### src/rtl/seq_det_pkg.sv
// Shared constants for the parametrised serial sequence detector.
// Imported by the compare sub-module and the detector top.
package seq_det_pkg;

  localparam int PAT_W_MIN = 2;
  localparam int PAT_W_MAX = 32;

  localparam logic MODE_NOVL = 1'b0;
  localparam logic MODE_OVL  = 1'b1;

  localparam logic [3:0] DEF_PAT = 4'b1010;

endpackage

### src/rtl/seq_match_cmp.sv
// Combinational shift-and-compare step for the sequence detector.
// Produces the next history, next fill and the match flag.
module seq_match_cmp
  import seq_det_pkg::*;
#(
  parameter int PAT_W = 4,
  parameter int FW    = $clog2(PAT_W + 1)
) (
  input  logic [PAT_W-1:0] hist_i,
  input  logic [FW-1:0]    fill_i,
  input  logic             din_i,
  input  logic [PAT_W-1:0] pat_i,
  output logic [PAT_W-1:0] nh_o,
  output logic [FW-1:0]    nf_o,
  output logic             hit_o
);

  localparam logic [FW-1:0] FULL = FW'(PAT_W);

  assign nh_o = {hist_i[PAT_W-2:0], din_i};

  assign nf_o = (fill_i == FULL) ? fill_i
                                 : fill_i + FW'(1);

  assign hit_o = (nf_o == FULL) && (nh_o == pat_i);

endmodule

### src/rtl/moore_seq_detector_param.sv
// Moore serial sequence detector with loadable pattern,
// overlap mode and a saturating match counter.
module moore_seq_detector_param
  import seq_det_pkg::*;
#(
  parameter int               PAT_W   = 4,
  parameter logic [PAT_W-1:0] DEF_PAT = PAT_W'(seq_det_pkg::DEF_PAT),
  parameter int               CNT_W   = 8
) (
  input  logic             clk,
  input  logic             rst,
  input  logic             en,
  input  logic             din,
  input  logic             load,
  input  logic [PAT_W-1:0] pattern,
  input  logic             overlap,
  output logic             dout,
  output logic [CNT_W-1:0] match_cnt,
  output logic             busy
);

  localparam int FW = $clog2(PAT_W + 1);
  localparam logic [FW-1:0] FULL = FW'(PAT_W);
  localparam logic [CNT_W-1:0] CMAX = '1;

  logic [PAT_W-1:0] pat_q, pat_d;
  logic             ovl_q, ovl_d;
  logic [PAT_W-1:0] hist_q, hist_d;
  logic [FW-1:0]    fill_q, fill_d;
  logic             dout_q, dout_d;
  logic [CNT_W-1:0] cnt_q, cnt_d;

  logic [PAT_W-1:0] nh;
  logic [FW-1:0]    nf;
  logic             hit;

  seq_match_cmp #(
    .PAT_W (PAT_W),
    .FW    (FW)
  ) u_cmp (
    .hist_i (hist_q),
    .fill_i (fill_q),
    .din_i  (din),
    .pat_i  (pat_q),
    .nh_o   (nh),
    .nf_o   (nf),
    .hit_o  (hit)
  );

  always_comb begin
    pat_d  = pat_q;
    ovl_d  = ovl_q;
    hist_d = hist_q;
    fill_d = fill_q;
    cnt_d  = cnt_q;
    dout_d = 1'b0;
    if (load) begin
      pat_d  = pattern;
      ovl_d  = overlap;
      hist_d = '0;
      fill_d = '0;
      cnt_d  = '0;
    end else if (en) begin
      hist_d = nh;
      fill_d = nf;
      if (hit) begin
        dout_d = 1'b1;
        if (cnt_q != CMAX) cnt_d = cnt_q + CNT_W'(1);
        // non-overlap needs PAT_W fresh bits
        fill_d = (ovl_q == MODE_OVL) ? FULL : '0;
      end
    end
  end

  always_ff @(posedge clk or negedge rst) begin
    if (!rst) begin
      pat_q  <= DEF_PAT;
      ovl_q  <= MODE_NOVL;
      hist_q <= '0;
      fill_q <= '0;
      dout_q <= 1'b0;
      cnt_q  <= '0;
    end else begin
      pat_q  <= pat_d;
      ovl_q  <= ovl_d;
      hist_q <= hist_d;
      fill_q <= fill_d;
      dout_q <= dout_d;
      cnt_q  <= cnt_d;
    end
  end

  assign dout      = dout_q;
  assign match_cnt = cnt_q;
  assign busy      = (fill_q != '0);

endmodule

### config.mk
export PLATFORM = sky130hd
export DESIGN_NAME = moore_seq_detector_param
export DESIGN_NICKNAME = d
export VERILOG_FILES = /design/src/rtl/seq_det_pkg.sv /design/src/rtl/seq_match_cmp.sv /design/src/rtl/moore_seq_detector_param.sv
export SDC_FILE = /design/constraint.sdc
export NUM_CORES = 1
export LEC_CHECK = 0
export BUFFER_PORTS_ARGS = -buffer_cell sky130_fd_sc_hd__buf_2
export CELL_PAD_IN_SITES_DETAIL_PLACEMENT = 2
export CELL_PAD_IN_SITES_GLOBAL_PLACEMENT = 2
export CORE_ASPECT_RATIO = 0.75
export CORE_MARGIN = 2
export CORE_UTILIZATION = 33
export DETAILED_ROUTE_END_ITERATION = 8
export GPL_ROUTABILITY_DRIVEN = 1
export PLACE_DENSITY = 0.78
export SYNTH_ARGS = -nofsm -noshare
export SYNTH_HDL_FRONTEND = slang
export SYNTH_SLANG_ARGS = --single-unit
export TNS_END_PERCENT = 20
### constraint.sdc
create_clock -name clk -period 3.4 [get_ports clk]
set_clock_uncertainty 0.15 [all_clocks]
set_input_delay 1.02 -clock clk [delete_from_list [all_inputs] [get_ports clk]]
set_output_delay 1.02 -clock clk [all_outputs]
set_load 0.01 [all_outputs]
==> out/results.ini <==
[cells_and_area]
layout_commonest_cell = buf_2
fill_cells = 331
drive_gt1_frac = 0.289
instances_no_fill = 152
final_util = 0.406
syn2layout_area_growth_pct = 17.8
antenna_cells = 0
final_cell_mix = buf_2, dfrtp_1, nor2_1
nNetsFinal = 128

[routing]
wirelength_um = 2450
wl_per_cell_um = 16.1
drc = 0
dr.pass1.iters = 4
vias = 810
ant_nets = 0
drt_first_iter_violations = 6
vias_per_cell = 5.33

[yosys]
yosysUniqueCellTypes = 29
synthFlopType = dfrtp_1
syn_inst = 95
synthesis.nets = 108
yosysSeqAreaShare = 0.501
synth_seq_cells = 20
async_flop_share = 1.00
synth_edf_count = 0
syn_area_per_cell_sq_um = 10.6
yosysWarnings = 0
syn_area_sq_um = 1000

[worst_hold_path]
hold_path_class = reg -> reg
whs_path_depth = 1
worstHoldStart = ovl_q
min_to = ovl_q

[floorplan]
initial_core_util = 0.344
row_count = 17
die_w_um = 67.7
ios = 20
die_h_um = 51.8
core_sq_um = 2910
dieArea_sq_um = 3500

[global_routing]
use_met1 = 0.182
antenna_found_initial = 0
top_usage_layer = met2
grt_usage = 0.164
gr-usage-met3 = 0.0476
grt_pass1_vias = 861
groute.layer.met2.usage = 0.296
grt.overflow.total = 0
grt_max_degree = 21
grt_pass1_wl_um = 4110

[worst_setup_path]
reg2reg_to = match_cnt[7]
slowest_stage = or4_4
critPathArrivalTime_ns = 2.84
rrSetupSlack_ns = 0.60
critPathRequiredTime_ns = 3.44
timing.critical_path.buf_inv = 1
r2r-start = fill_q[0]
cpPeakStageDelay_ns = 0.62
criticalPathCategory = reg -> reg
cp_top_family = simple AND/OR/NAND/NOR gates
r2r_cells = 7
end_kind = register
path_max_fanout = 14
start_kind = register
cp.depth = 7
path_cells = inv_1, ha_1, a21bo_2, a211o_1, or4_4, or4_1, a21oi_1

[status]
outcome = finished clean

[timing]
slew_violations = 0
worstMarginPinSlew_ns = 0.451
period_needed_ns = 2.80
clock.fmax_mhz = 357
setup_viol = 0
hold_viol_final = 0
slew_headroom = 0.700
worst_slack_ns = 0.598
setup_tns_ns = 0
period_share = 0.824
rsz0062_at_grt = false

[clock_network]
clock_sinks = 20
clk_latency_ns = 0.26
clockBufferDepth = 2
cts_hold_buf = 0
numCtsBuffers = 3
cts_tree = built
cts.clk_slew.worst_paths_ns = 0.07
cts_resized = 0
post_cts_buffers = 0
htreeDepth = 1
cts_root_buffer = clkbuf_8

[power]
p_per_area_nw_per_um2 = 418
p_leak_uw = 0.000535
finalPower_uw = 494
vdd_drop_max_v = 0.000236

[job]
maxCapViolations = 0

[placement]
placed_cells = 148
dp_slack_ns = 0.429
dp_hpwl_um = 1800
numPortBuffers = 19
globalplace.congestion = 0.728

==> area by class of cell <==
type | instances | area, sq um | area share
clock buffer | 4 | 55.1 | 0.0466
inverter | 3 | 11.3 | 0.00952
sequential | 20 | 503 | 0.425
multi-input combinational | 68 | 470 | 0.398
timing repair buffer | 19 | 95.1 | 0.0804
tap | 38 | 47.5 | 0.0402
==> cells in the mapped netlist (all sizes together) (3+ instances only) <==
cell    number  area (sq um)
or3          4          25.0
mux2i        5          50.1
mux2         5          56.3
clkbuf       3          11.3
nor2         9          33.8
ha           3          37.5
o21ai        4          20.0
nand3        4          20.0
or4          3          26.3
a21oi        7          35.0
dfrtp       18           450
inv          3          11.3
xnor2        4          35.0
nand2        5          18.8
==> through the flow <==
step / area (sq um) / hold slack, ns
6_report: 1180 / 0.378
5_1_grt: 1180 / 0.416
4_1_cts: 1180 / 0.384
3_5_place_dp: 1130 / 0.360
3_3_place_gp: 1130 / 0.363
2_1_floorplan: 1000 / 0.331
==> registers in the layout (all words and copies together), names as in the netlist <==
signal     count
hist_q         3
pat_q          4
match_cnt      8
dout           1
ovl_q          1
fill_q         3
==> how the worst max path moves through the flow <==
stage / start / to / slack [ns]
final: fill_q[0] / match_cnt[7] / 0.60
after global routing: fill_q[0] / match_cnt[7] / 0.46
after CTS: fill_q[0] / match_cnt[7] / 0.57
after detailed placement: din / match_cnt[7] / 0.43
after global placement: din / match_cnt[5] / 0.55
after floorplan: en / match_cnt[7] / 0.61
==> cell families after synthesis <==
family | after synthesis | synth area share
flip-flops | 20 | 0.501
buffers and inverters | 7 | 0.0299
AND/OR/NAND/NOR | 32 | 0.170
AO/OA/AOI/OAI | 17 | 0.103
multiplexers | 10 | 0.106
adder cells (fa/ha/maj) | 3 | 0.0374
XOR/XNOR | 6 | 0.0524
==> where the power goes <==
| part | total [uW] | switching, uW | internal, uW |
|---|---|---|---|
| Sequential | 258 | 8.63 | 249 |
| Clock | 183 | 79.4 | 103 |
| Combinational | 53.3 | 27.6 | 25.7 |
==> routing by layer <==
| layer | share of wire | vias to the layer above |
|---|---|---|
| met5 | 0 | - |
| met4 | 0.020 | 0 |
| met3 | 0.041 | 7 |
| met2 | 0.52 | 16 |
| met1 | 0.42 | 418 |
| li1 | - | 369 |
Power figures use the tool's default switching activity.
